[src/rtl/data_gen_pkg.sv]
// Shared types for the data_gen_stream pattern generator.
package data_gen_pkg;

    localparam int unsigned MODE_W  = 2;
    localparam int unsigned STATE_W = 2;

    // Pattern select, captured when a burst starts
    typedef enum logic [MODE_W-1:0] {
        MODE_CNT   = 2'd0,
        MODE_LFSR  = 2'd1,
        MODE_WALK  = 2'd2,
        MODE_CONST = 2'd3
    } mode_e;

    // Burst controller states
    typedef enum logic [STATE_W-1:0] {
        IDLE = 2'd0,
        SEND = 2'd1,
        FIN  = 2'd2
    } state_e;

endpackage

[src/rtl/data_gen_stream_if.sv]
// Control and valid/ready stream bundle between the generator and its user.
interface data_gen_stream_if
    import data_gen_pkg::*;
#(
    parameter int unsigned P_DATA_WIDTH = 8,
    parameter int unsigned P_LEN_WIDTH  = 8
);
    logic                    start;
    logic [MODE_W-1:0]       mode;
    logic [P_LEN_WIDTH-1:0]  burst_len;
    logic [P_DATA_WIDTH-1:0] seed;
    logic                    ready;
    logic                    valid;
    logic [P_DATA_WIDTH-1:0] data;
    logic                    busy;
    logic                    done;

    // Generator side: sources the stream, takes burst requests
    modport master (
        input  start, mode, burst_len, seed, ready,
        output valid, data, busy, done
    );

    // User side: issues bursts, sinks the stream
    modport slave (
        output start, mode, burst_len, seed, ready,
        input  valid, data, busy, done
    );
endinterface

[src/rtl/data_gen_stream_pattern_next.sv]
// Combinational next-word function for the four pattern modes.
module pattern_next
    import data_gen_pkg::*;
#(
    parameter int unsigned             P_DATA_WIDTH = 8,
    parameter logic [P_DATA_WIDTH-1:0] P_LFSR_POLY  = P_DATA_WIDTH'(8'hB8)
) (
    input  mode_e                   mode_i,
    input  logic [P_DATA_WIDTH-1:0] word_i,
    output logic [P_DATA_WIDTH-1:0] next_o
);

    // Select the successor of the current word
    always_comb begin
        next_o = word_i;
        case (mode_i)
            MODE_CNT:   next_o = word_i + P_DATA_WIDTH'(1);
            MODE_LFSR:  next_o = (word_i >> 1) ^ (word_i[0] ? P_LFSR_POLY : '0);
            MODE_WALK:  next_o = {word_i[P_DATA_WIDTH-2:0], word_i[P_DATA_WIDTH-1]};
            MODE_CONST: next_o = word_i;
            default:    next_o = word_i;
        endcase
    end

endmodule

[src/rtl/data_gen_stream.sv]
// Burst pattern generator: on start, streams burst_len words over valid/ready.
module data_gen_stream
    import data_gen_pkg::*;
#(
    parameter int unsigned             P_DATA_WIDTH = 8,
    parameter int unsigned             P_LEN_WIDTH  = 8,
    parameter logic [P_DATA_WIDTH-1:0] P_LFSR_POLY  = P_DATA_WIDTH'(8'hB8)
) (
    input  logic              clk_100,
    input  logic              s_rst,
    data_gen_stream_if.master bus
);

    state_e                  state_q, state_d;
    mode_e                   mode_q, mode_d;
    logic [P_LEN_WIDTH-1:0]  cnt_q, cnt_d;
    logic [P_DATA_WIDTH-1:0] data_q, data_d;
    logic                    valid_q, valid_d;
    logic                    busy_q, busy_d;
    logic                    done_q, done_d;

    logic [P_DATA_WIDTH-1:0] next_word;
    logic [P_DATA_WIDTH-1:0] seed_eff;
    mode_e                   mode_in;

    assign mode_in  = mode_e'(bus.mode);
    // An all-zero LFSR seed would lock up, so it is promoted to 1
    assign seed_eff = (mode_in == MODE_LFSR && bus.seed == '0) ? P_DATA_WIDTH'(1) : bus.seed;

    pattern_next #(
        .P_DATA_WIDTH (P_DATA_WIDTH),
        .P_LFSR_POLY  (P_LFSR_POLY)
    ) u_pattern_next (
        .mode_i (mode_q),
        .word_i (data_q),
        .next_o (next_word)
    );

    // State and output registers with synchronous reset
    always_ff @(posedge clk_100) begin
        if (s_rst) begin
            state_q <= IDLE;
            mode_q  <= MODE_CNT;
            cnt_q   <= '0;
            data_q  <= '0;
            valid_q <= 1'b0;
            busy_q  <= 1'b0;
            done_q  <= 1'b0;
        end else begin
            state_q <= state_d;
            mode_q  <= mode_d;
            cnt_q   <= cnt_d;
            data_q  <= data_d;
            valid_q <= valid_d;
            busy_q  <= busy_d;
            done_q  <= done_d;
        end
    end

    // Next-state and next-output logic
    always_comb begin
        state_d = state_q;
        mode_d  = mode_q;
        cnt_d   = cnt_q;
        data_d  = data_q;
        valid_d = valid_q;
        busy_d  = busy_q;
        done_d  = 1'b0;
        case (state_q)
            IDLE: begin
                if (bus.start) begin
                    busy_d = 1'b1;
                    if (bus.burst_len != '0) begin
                        mode_d  = mode_in;
                        cnt_d   = bus.burst_len;
                        data_d  = seed_eff;
                        valid_d = 1'b1;
                        state_d = SEND;
                    end else begin
                        done_d  = 1'b1;
                        state_d = FIN;
                    end
                end
            end
            SEND: begin
                if (valid_q && bus.ready) begin
                    cnt_d = cnt_q - P_LEN_WIDTH'(1);
                    if (cnt_q == P_LEN_WIDTH'(1)) begin
                        valid_d = 1'b0;
                        done_d  = 1'b1;
                        state_d = FIN;
                    end else begin
                        data_d = next_word;
                    end
                end
            end
            FIN: begin
                busy_d  = 1'b0;
                state_d = IDLE;
            end
            default: begin
                valid_d = 1'b0;
                busy_d  = 1'b0;
                state_d = IDLE;
            end
        endcase
    end

    assign bus.valid = valid_q;
    assign bus.data  = data_q;
    assign bus.busy  = busy_q;
    assign bus.done  = done_q;

endmodule
[src/flat_wrapper.sv]
// flat-port wrapper written by rule: the top's interface ports become plain ports
module data_gen_stream_flat import data_gen_pkg::*;
#(
    parameter int unsigned             P_DATA_WIDTH = 8,
    parameter int unsigned             P_LEN_WIDTH  = 8,
    parameter logic [P_DATA_WIDTH-1:0] P_LFSR_POLY  = P_DATA_WIDTH'(8'hB8)
)
  (clk_100, s_rst, bus_start, bus_mode, bus_burst_len, bus_seed, bus_ready, bus_valid, bus_data, bus_busy, bus_done);
  data_gen_stream_if #(.P_DATA_WIDTH(P_DATA_WIDTH), .P_LEN_WIDTH(P_LEN_WIDTH)) bus_i ();
  input  logic clk_100;
  input  logic s_rst;
  input wire logic [$bits(bus_i.start)-1:0] bus_start;
  input wire logic [$bits(bus_i.mode)-1:0] bus_mode;
  input wire logic [$bits(bus_i.burst_len)-1:0] bus_burst_len;
  input wire logic [$bits(bus_i.seed)-1:0] bus_seed;
  input wire logic [$bits(bus_i.ready)-1:0] bus_ready;
  output wire logic [$bits(bus_i.valid)-1:0] bus_valid;
  output wire logic [$bits(bus_i.data)-1:0] bus_data;
  output wire logic [$bits(bus_i.busy)-1:0] bus_busy;
  output wire logic [$bits(bus_i.done)-1:0] bus_done;
  assign bus_i.start = bus_start;
  assign bus_i.mode = bus_mode;
  assign bus_i.burst_len = bus_burst_len;
  assign bus_i.seed = bus_seed;
  assign bus_i.ready = bus_ready;
  assign bus_valid = bus_i.valid;
  assign bus_data = bus_i.data;
  assign bus_busy = bus_i.busy;
  assign bus_done = bus_i.done;
  data_gen_stream #(.P_DATA_WIDTH(P_DATA_WIDTH), .P_LEN_WIDTH(P_LEN_WIDTH), .P_LFSR_POLY(P_LFSR_POLY)) u_core (.clk_100(clk_100), .s_rst(s_rst), .bus(bus_i));
endmodule
[config.mk]
export PLATFORM = sky130hd
export DESIGN_NAME = data_gen_stream_flat
export DESIGN_NICKNAME = d
export VERILOG_FILES = /design/src/rtl/data_gen_pkg.sv /design/src/rtl/data_gen_stream_if.sv /design/src/rtl/data_gen_stream_pattern_next.sv /design/src/rtl/data_gen_stream.sv /design/src/flat_wrapper.sv
export SDC_FILE = /design/constraint.sdc
export NUM_CORES = 1
export LEC_CHECK = 0
export ABC_AREA = 1
export BUFFER_PORTS_ARGS = -buffer_cell sky130_fd_sc_hd__buf_2
export CAP_MARGIN = 20
export CORE_MARGIN = 4
export CORE_UTILIZATION = 28
export DETAILED_ROUTE_END_ITERATION = 16
export PLACE_DENSITY_LB_ADDON = 0.12
export SKIP_CTS_REPAIR_TIMING = 1
export SYNTH_ARGS = -nofsm -noshare
export SYNTH_HDL_FRONTEND = slang
export SYNTH_SLANG_ARGS = --single-unit
[constraint.sdc]
create_clock -name clk_100 -period 1.5 [get_ports clk_100]
set_input_delay 0.075 -clock clk_100 [delete_from_list [all_inputs] [get_ports clk_100]]
set_output_delay 0.075 -clock clk_100 [all_outputs]
set_load 0.02 [all_outputs]
---- After elaboration in Yosys (flattened, before gate mapping) ----
Cells that the tools add are included.
storage, ports and cells
  register bits after elaboration ......... 23
  bits in latches ......................... 0
  memory bits (writable) .................. 0
  memory bits (read-only) ................. 0
  input bits .............................. 22
  output and inout port bits .............. 11
  memories ................................ 0
operators by class
  $add $sub $neg .......................... 2
  multipliers ............................. 0
  div/mod/pow operators ................... 0
  order comparisons ....................... 0
  equality and inequality tests ........... 13
  shifts and indexed selects .............. 0
  multiplexer cells ....................... 29
  bitwise gates (word level) .............. 3
  reduce and logical (&&, ||, !) cells .... 13
operators with widths
  operator               count
  $mux W8                9
  $pmux W8 S2            2
  $pmux W8 S3            1
  $mux W1                9
  $add A8 B1 Y8 const B  1
  $eq A8 B1 Y1 const B   1
  $logic_not A8 Y1       1
  $mux W2                4
  $reduce_bool A8 Y1     1
  $sub A8 B1 Y8 const B  1
  $xor A7 B8 Y8          1
  $eq A2 B1 Y1 const B   3
  $eq A2 B2 Y1 const B   3
  $ne A2 B1 Y1 const B   3
  $ne A2 B2 Y1 const B   3
  $reduce_and A3 Y1      2
  $reduce_and A6 Y1      1
  $reduce_and A5 Y1      1
  $logic_not A2 Y1       2
  $pmux W1 S2            2
  $pmux W2 S2            1
  $reduce_and A4 Y1      1
  $pmux W1 S3            1
  $logic_and A1 B1 Y1    2
  3 further kinds        4

---- Depth between registers and ports, before layout ----
Gate-level depths: netlist (run 1).
  word-level depth ........................ 6
  mapped depth ............................ 10
  depth with buffers taken out ............ 10

---- By module ----
A second synthesis (run 1) with hierarchy kept.
unflattened totals
  cells, all modules ...................... 295
  area total of the unflattened synthesis .. 1732.9 sq um
by module, submodules not included
  module           instances  cells an instance  area each (sq um)  sequential area each (sq um)
  data_gen_stream  1          206                1320.0             460.4
  pattern_next     1          89                 412.9              0.0

---- Worst setup path before layout (run 1) ----
Ideal clock, no wire load.
  path kind ............................... register -> register
  start ................................... reg u_core.mode_q[0]
  end ..................................... reg u_core.data_q[2] (netlist: u_core.bus.data[2])
  setup time .............................. 0.117 ns
  arrival time ............................ 1.358 ns
  slack ................................... 0.025 ns
  stages on the path, launching flop included .. 10
  clock period less this slack ............ 1.475 ns
  cell sequence ........................... dfxtp_1 > inv_1 > ha_1 > buf_2 > inv_1 > o211ai_1 > o211ai_1 > o21ai_0 > nor2_1 > nor2_1
on the way
  cells in the longest elaborated chain, start to end .. 5
  elaborated cells on any way between the ends .. 10
  those cells by class .................... 4 x eq/ne; 4 x mux; 2 x reduce/logical
RTL lines
  item                                        line                                source
  start: declaration                          data_gen_stream.sv:15               mode_e mode_q, mode_d;
  start signal: assignment                    data_gen_stream.sv:51               mode_q <= mode_d;
  $eq A2 B2 Y1, or another cell as far along  data_gen_stream_pattern_next.sv:16  case (mode_i)
  $pmux W8 S3                                 data_gen_stream_pattern_next.sv:16
  $mux W8                                     data_gen_stream.sv:88               if (cnt_q == P_LEN_WIDTH'(1)) begin
  $mux W8                                     data_gen_stream.sv:86               if (valid_q && bus.ready) begin
  $pmux W8 S2                                 data_gen_stream.sv:69               case (state_q)
  end signal: assignment                      data_gen_stream.sv:53               data_q <= data_d;
  end: declaration                            data_gen_stream.sv:17               logic [P_DATA_WIDTH-1:0] data_q, data_d;
Several ways; a longest one is shown, not always the timed one. The select of a mux whose other input is x is not followed.
A chain may end at the register's enable or synchronous reset.

---- Worst setup path after layout (run 1) ----
  start ................................... reg u_core.mode_q[0]
  end ..................................... reg u_core.data_q[5] (netlist: u_core.bus.data[5])
The elaborated chain is that of the path after synthesis.

==> summary.md, run 1 <==
| Metric | Value |
|---|---|
| Status | complete, no violations |
| Max-slew violation count | 0 |
| CTS tree | built |
| PD cells | around 1300 nW/um2 |
| Worst setup EP type | flop |
| R2R Path Start | u_core.mode_q[0] |
| Final worst slack | around 88 ps |
| Post-synth top area cell | dfxtp_1 |
| R2R Setup Slk | ~88 ps |
| Nets | 357 |
| Final Critical Period | about 1400 ps |
| Worst slack, placed | -87.1 ps |
| Setup CP Type | flop to flop |
| Main synth FF type | dfxtp_1 |
| First-pass GRT wire length | 8780 um |
| Initial DRC count | 46 |
| Switching share of power | around 44% |
| CTS Buffer Depth | 2 |
| Critical Path AT | 1570 ps |
| CP Data Required Time | roughly 1700 ps |
| Synth-to-Final Area Change | 30.5% |
| Critical path startpoint | u_core.mode_q[0] |
| Synth top area cells | dfxtp_1 27%, nand2_1 15%, nand3_1 8.2% |
| Routed via count | 1889 |
| Psw | 1.25 mW |
| Min-delay src | bus_mode[0] |
| ANT cells | 0 |
| DR pass1 iterations | 4 |
| Clock skew | between 5 and 6 ps |
| Initial core utilization | a little under 30% |
| Drt drc | 0 |
| Share of layout cells above drive strength 1 | between 30% and 40% |
| Post-Synthesis Cell Area | approximately 1700 um2 |
| Yosys top cell area share | between 20% and 30% |
| ANT nets after route | 0 |
| Post-synth EDFFs | 0 |
| Syn Inst Count | approximately 280 |
| #FFs+latches synth | 23 |
| DIE AREA | around 7400 um2 |
| H-tree depth | 1 |
| Max_cap viols | 0 |
| TNS Setup | 0 ps |
| Mean Syn Cell Area | between 6 and 7 um2 |
| Comb power frac | 54.1% |
| DR vias/cell | between 4 and 5 |
| Worst Path Max Fanout | 4 |
| Chip width | 86.3 um |
| Clock transition at path regs | 90 ps |
| Startpoint types | flop |
| Fin Hold WS | between 30 and 40 ps |
| TritonCTS buffer count | 3 |
| Layout fillers | a little under 700 |
| Largest net degree at the start of global routing | 18 |
| Antenna violations before repair | 0 |
| Actual slew at the worst max-slew pin | 373 ps |
| Clock power frac | 14.3% |
| Gpl congestion | roughly 0.80 |
| LEAKAGE | 1.06 nW |
| Peak Freq | about 0.71 GHz |
| Commonest non-fill, non-tap cell in the layout | nand2_1 |
| Internal power | approximately 1.6 mW |
| Hold WC Path Type | primary input to flop |
| Routed wire per std cell | approximately 13 um |
| Max-slew headroom | 74.9% |
| CTS root buffer | clkbuf_8 |
| Flop pwr share | between 30% and 40% |
| Buffers added on ports | 32 |
| Grt ovf | 0 |
| DRT Wirelength | between 5000 and 6000 um |
| Ports | 33 |
| Core Region | just under 6000 um2 |
| Max IR drop VDD | about 0.00049 V |
| Detailed placement HPWL | around 4200 um |
| Unique masters post-synth | 32 |
| Sequential area share after synthesis | roughly 27% |
| Async set-reset flop share out of synthesis | 0% |
| Most frequent cells in the layout | 68 x nand2_1, 34 x inv_1, 32 x buf_2, 27 x nand3_1, 26 x o21ai_0 |
| Final Hold Vio Count | 0 |
| Std cell rows | 28 |
| Yosys warns | 0 |
| Vias in the first global route | roughly 1800 |
| Post-Syn Nets | slightly above 300 |
| Final Util | between 30% and 40% |
| Skew-Pair Late Insertion Delay | around 270 ps |
| Clock sinks | 23 |
| Setup-failing EPs final | 0 |
| Final worst path period share | 94.1% |
| Die Y-Extent | roughly 86 um |
| Global-route usage over all layers | 14.8% |
-- power groups by stage --
stage	Combinational [mW]	Sequential [mW]	Clock, mW
finish	1.53	0.893	0.403
global route	1.74	0.916	0.447
detailed placement	1.46	0.894	0
CTS	1.46	0.880	0.424
global placement	1.46	0.898	0
floorplan	0.884	0.929	0
-- stage by stage --
| step | instances | instance area [um2] | power, mW |
|---|---|---|---|
| 5_1_grt | 403 | 2240 | 3.10 |
| 2_1_floorplan | 275 | 1720 | 1.81 |
| 3_3_place_gp | 398 | 2110 | 2.35 |
| 6_report | 403 | 2240 | 2.82 |
| 4_1_cts | 402 | 2150 | 2.77 |
| 3_5_place_dp | 398 | 2110 | 2.35 |
-- path summary, 6_finish.rpt --
check | to | depth (start not counted)
worst max-delay path | u_core.bus.data[5] | 7
worst min register to register | u_core.bus.busy | 2
worst min-delay path | u_core.mode_q[0] | 3
worst max register to register | u_core.bus.data[5] | 7
-- cell families (layout without fill, tap and decap cells) --
logic type	count (synthesis)	count (layout)	share of synthesized area [%]
compound gates	58	58	18.9
buf+inv	49	101	11.6
fa+ha+maj	6	6	4.37
flops	23	23	26.8
simple gates	136	137	36.8
xor+xnor	3	3	1.53
-- worst max-delay path: stages (launching register included) --
cell	delay, ps
dfxtp_2	330
buf_4	140
ha_1	190
nand2_1	110
nand3_4	140
buf_4	180
o21ai_0	140
a21oi_1	80
-- state kept, by name, indices dropped and copies added (netlist names) --
name	flops
u_core.bus.done	1
u_core.mode_q	2
u_core.bus.valid	1
u_core.state_q	2
u_core.bus.busy	1
u_core.bus.data	8
u_core.cnt_q	8
-- layout make-up --
class	instances	area, um2	share of cell area (%)
clock buffer	3	41.3	1.84
clock inverter	1	5.00	0.223
inverter	41	156	6.98
multi-input combinational	204	1130	50.5
sequential	23	472	21.1
tap	75	93.8	4.19
timing repair buffer	56	340	15.2
-- metal layers --
layer  GRT usage (%)  share of wire [%]  vias to the layer above
met5               0                  0                        -
met4            4.11                1.2                        0
met3            1.90                3.2                        4
met2            26.1                 50                       27
met1            18.8                 46                      861
li1                -                  -                      997
-- synth_stat cells (2+ instances only) --
master and instances:
inv_2 6, ha_1 6, nand3_2 2, or2_2 2
inv_1 35, nand2_1 68, dfxtp_1 23, nand2_4 4
xor2_1 2, nand3_1 28, buf_2 5, o21ai_0 28
a21oi_1 18, nor2_1 25, a211oi_1 2, o211ai_1 3
nor3_1 3
Note: power is estimated with default switching activity, not from simulation.
==> run 2: changes to the inputs <==
Clock period 1.5 ns to 1.14 ns, I/O delays scaled along.
==> run 2 against run 1 <==
Net effect:
- the flow now finishes with violations (setup timing)
- first-iteration DRC count increased by 20%
- global-route usage increased by 0.20 points
- power increased by 57%
- sequential power increased by 31%
- combinational power increased by 76%
- register-to-register slack got worse by 360 ps
- utilization increased by 7.8 points
- clock power increased by 38%
- largest cell class unchanged
==> summary.md, run 2 (synthesis gave the netlist of run 1 again) <==
| Metric | Value |
|---|---|
| Final instance area | 2700 um2 (+21%) |
| Internal power | 2.50 mW (+60%) |
| Final worst path period share | 123% (+29 points) |
| Unrepaired setup endpoints after global routing | true |
| Comb power frac | 60.9% (+6.8 points) |
| Final worst slack | -267 ps (-355 ps) |
| CTS tree | built |
| Routed wl met3 | 211 um (+26%) |
| H-tree depth | 1 (unchanged) |
| Chip width | 86.3 um (unchanged) |
| Gpl congestion | 0.798 (about the same) |
| Ports | 33 (unchanged) |
| Synth-to-Final Area Change | 57.5% |
| Startpoint types | flop |
| Routed via count | 2017 (+6.8%) |
| Largest net degree at the start of global routing | 18 (unchanged) |
| Worst setup EP type | flop |
| Max_cap viols | 0 (unchanged) |
| CP Cell Sequence | buf_4 > ha_1 > nand2_1 > nand3_4 > nor2_8 > buf_6 > nand3_1 > a21oi_1 |
| Met2 wire len | 2800 um (+6.0%) |
| ANT nets after route | 0 (unchanged) |
| Initial core utilization | 29.0% (unchanged) |
| Slowest CP cell | dfxtp_2 |
| Met1 Wirelength | 2480 um (+3.1%) |
| Max-slew headroom | 75.4% (+0.49 points) |
| Buf+Inv Stages, Crit Path | 2 (unchanged) |
| CTS root buffer | clkbuf_8 |
| Detailed placement HPWL | 4290 um (+2.5%) |
| Final Util | 45.7% (+7.8 points) |
| Std cell rows | 28 (unchanged) |
| Clock transition at path regs | 100 ps (about the same) |
| First-pass GRT wire length | 8940 um (+1.7%) |
| Drt drc | 0 (unchanged) |
| Max-slew violation count | 0 (unchanged) |
| Failing checks | setup timing |
| Max IR drop VDD | 0.000790 V (+62%) |
| DIE AREA | 7450 um2 (unchanged) |
| Worst Path Max Fanout | 6 (+2) |
| Psw | 1.92 mW (+53%) |
| Actual slew at the worst max-slew pin | 367 ps (-6.45 ps) |
| Critical Path AT | 1630 ps (+60 ps) |
| Layout fillers | 640 (-7.0%) |
| Worst slack, placed | -275 ps (-188 ps) |
| DR pass1 iterations | 4 (unchanged) |
| TritonCTS buffer count | 3 (unchanged) |
| Switching share of power | 43.4% (-1.0 points) |
| Core Region | 5920 um2 (unchanged) |
| Nets | 392 (+9.8%) |
| CP max stage delay | 340 ps (about the same) |
| Post-route non-filler standard cell count | 438 (+8.7%) |
| Status | finished with violations |
| Clock power frac | 12.5% (-1.8 points) |
| Hold WC Path Type | primary input to flop |
| Initial DRC count | 55 (+20%) |
| CTS Buffer Depth | 2 (unchanged) |
| Clock sinks | 23 (unchanged) |
| DR vias/cell | 4.61 (-1.8%) |
| Flop pwr share | 26.5% (-5.2 points) |
| Most frequent cells in the layout | 64 x nand2_1, 52 x buf_4, 31 x buf_2, 29 x inv_1, 22 x nand3_1 |
| Grt ovf | 0 (unchanged) |
| Commonest non-fill, non-tap cell in the layout | nand2_1 |
| Placed insts | 426 (+7.0%) |
| Family with the most delay on the worst path | simple AND/OR/NAND/NOR gates |
| Clock skew | 10.2 ps (+5.09 ps) |
| Top sig layer | met4 |
| Area after DPL | 2410 um2 (+15%) |
| DRT Wirelength | 5580 um (+5.7%) |
| PD cells | 1640 nW/um2 (+30%) |
| Routed wire per std cell | 12.7 um (-2.7%) |
| Setup-failing EPs final | 22 (+22) |
| Antenna violations before repair | 0 (unchanged) |
| Skew-Pair Late Insertion Delay | 280 ps (about the same) |
| Global-route usage over all layers | 15.0% (+0.20 points) |
| Final Critical Period | 1410 ps (-4.85 ps) |
| ANT cells | 0 (unchanged) |
| Buffers added on ports | 32 (unchanged) |
| Setup CP Type | flop to flop |
| CP Data Required Time | 1360 ps (-300 ps) |
| Peak Freq | 0.711 GHz (+0.34%) |
| Vias in the first global route | 1902 (+4.4%) |
| Share of layout cells above drive strength 1 | 45.7% (+15 points) |
| LEAKAGE | 1.28 nW (+21%) |
| Die Y-Extent | 86.3 um (unchanged) |
| Final Hold Vio Count | 0 (unchanged) |
| Fin Hold WS | 25.9 ps (-9.37 ps) |
[run 2: path summary, 6_finish.rpt]
kind               startpoint            endpoint  slack (ps)  cells after the start
min reg2reg   u_core.bus.busy     u_core.bus.busy         460                      2
max          u_core.mode_q[0]  u_core.bus.data[7]        -270                      8
max reg2reg  u_core.mode_q[0]  u_core.bus.data[7]        -270                      8
min               bus_mode[0]    u_core.mode_q[0]          30                      3
[run 2: final cells by class]
class,instances,area (um2),area share [%]
multi-input cells,203,1240,46.0
repair buffers,92,656,24.2
flip-flops and latches,23,487,18.0
inverters,41,176,6.52
well taps,75,93.8,3.47
clock buffers,3,41.3,1.53
clock inverters,1,5.00,0.185
[run 2: power groups by stage]
stage,Clock (mW),Sequential [mW],Combinational (mW)
2_1_floorplan,0,1.27,1.30
3_3_place_gp,0,1.18,2.26
3_5_place_dp,0,1.18,2.27
4_1_cts,0.576,1.16,2.28
5_1_grt,0.605,1.21,2.99
6_report,0.555,1.17,2.70
[run 2: metal layers]
metal	up-vias	track usage (%)
met5	-	0
met4	0	4.39
met3	8	1.81
met2	36	27.2
met1	904	18.4
li1	1069	-
[run 2: worst register-to-register path: cells and delay by family, from the launching register on]
kind,cells,cell delay (ps)
fa+ha+maj,1,190
compound gates,1,110
buf+inv,2,270
simple gates,4,460
flops,1,340
[run 2: through the flow]
step                setup TNS, ps  power [mW]
finish                      -4170        4.43
global placement            -4370        3.44
detailed placement          -4330        3.45
CTS                         -4790        4.01
floorplan                   -1000        2.57
global route                -6340        4.80
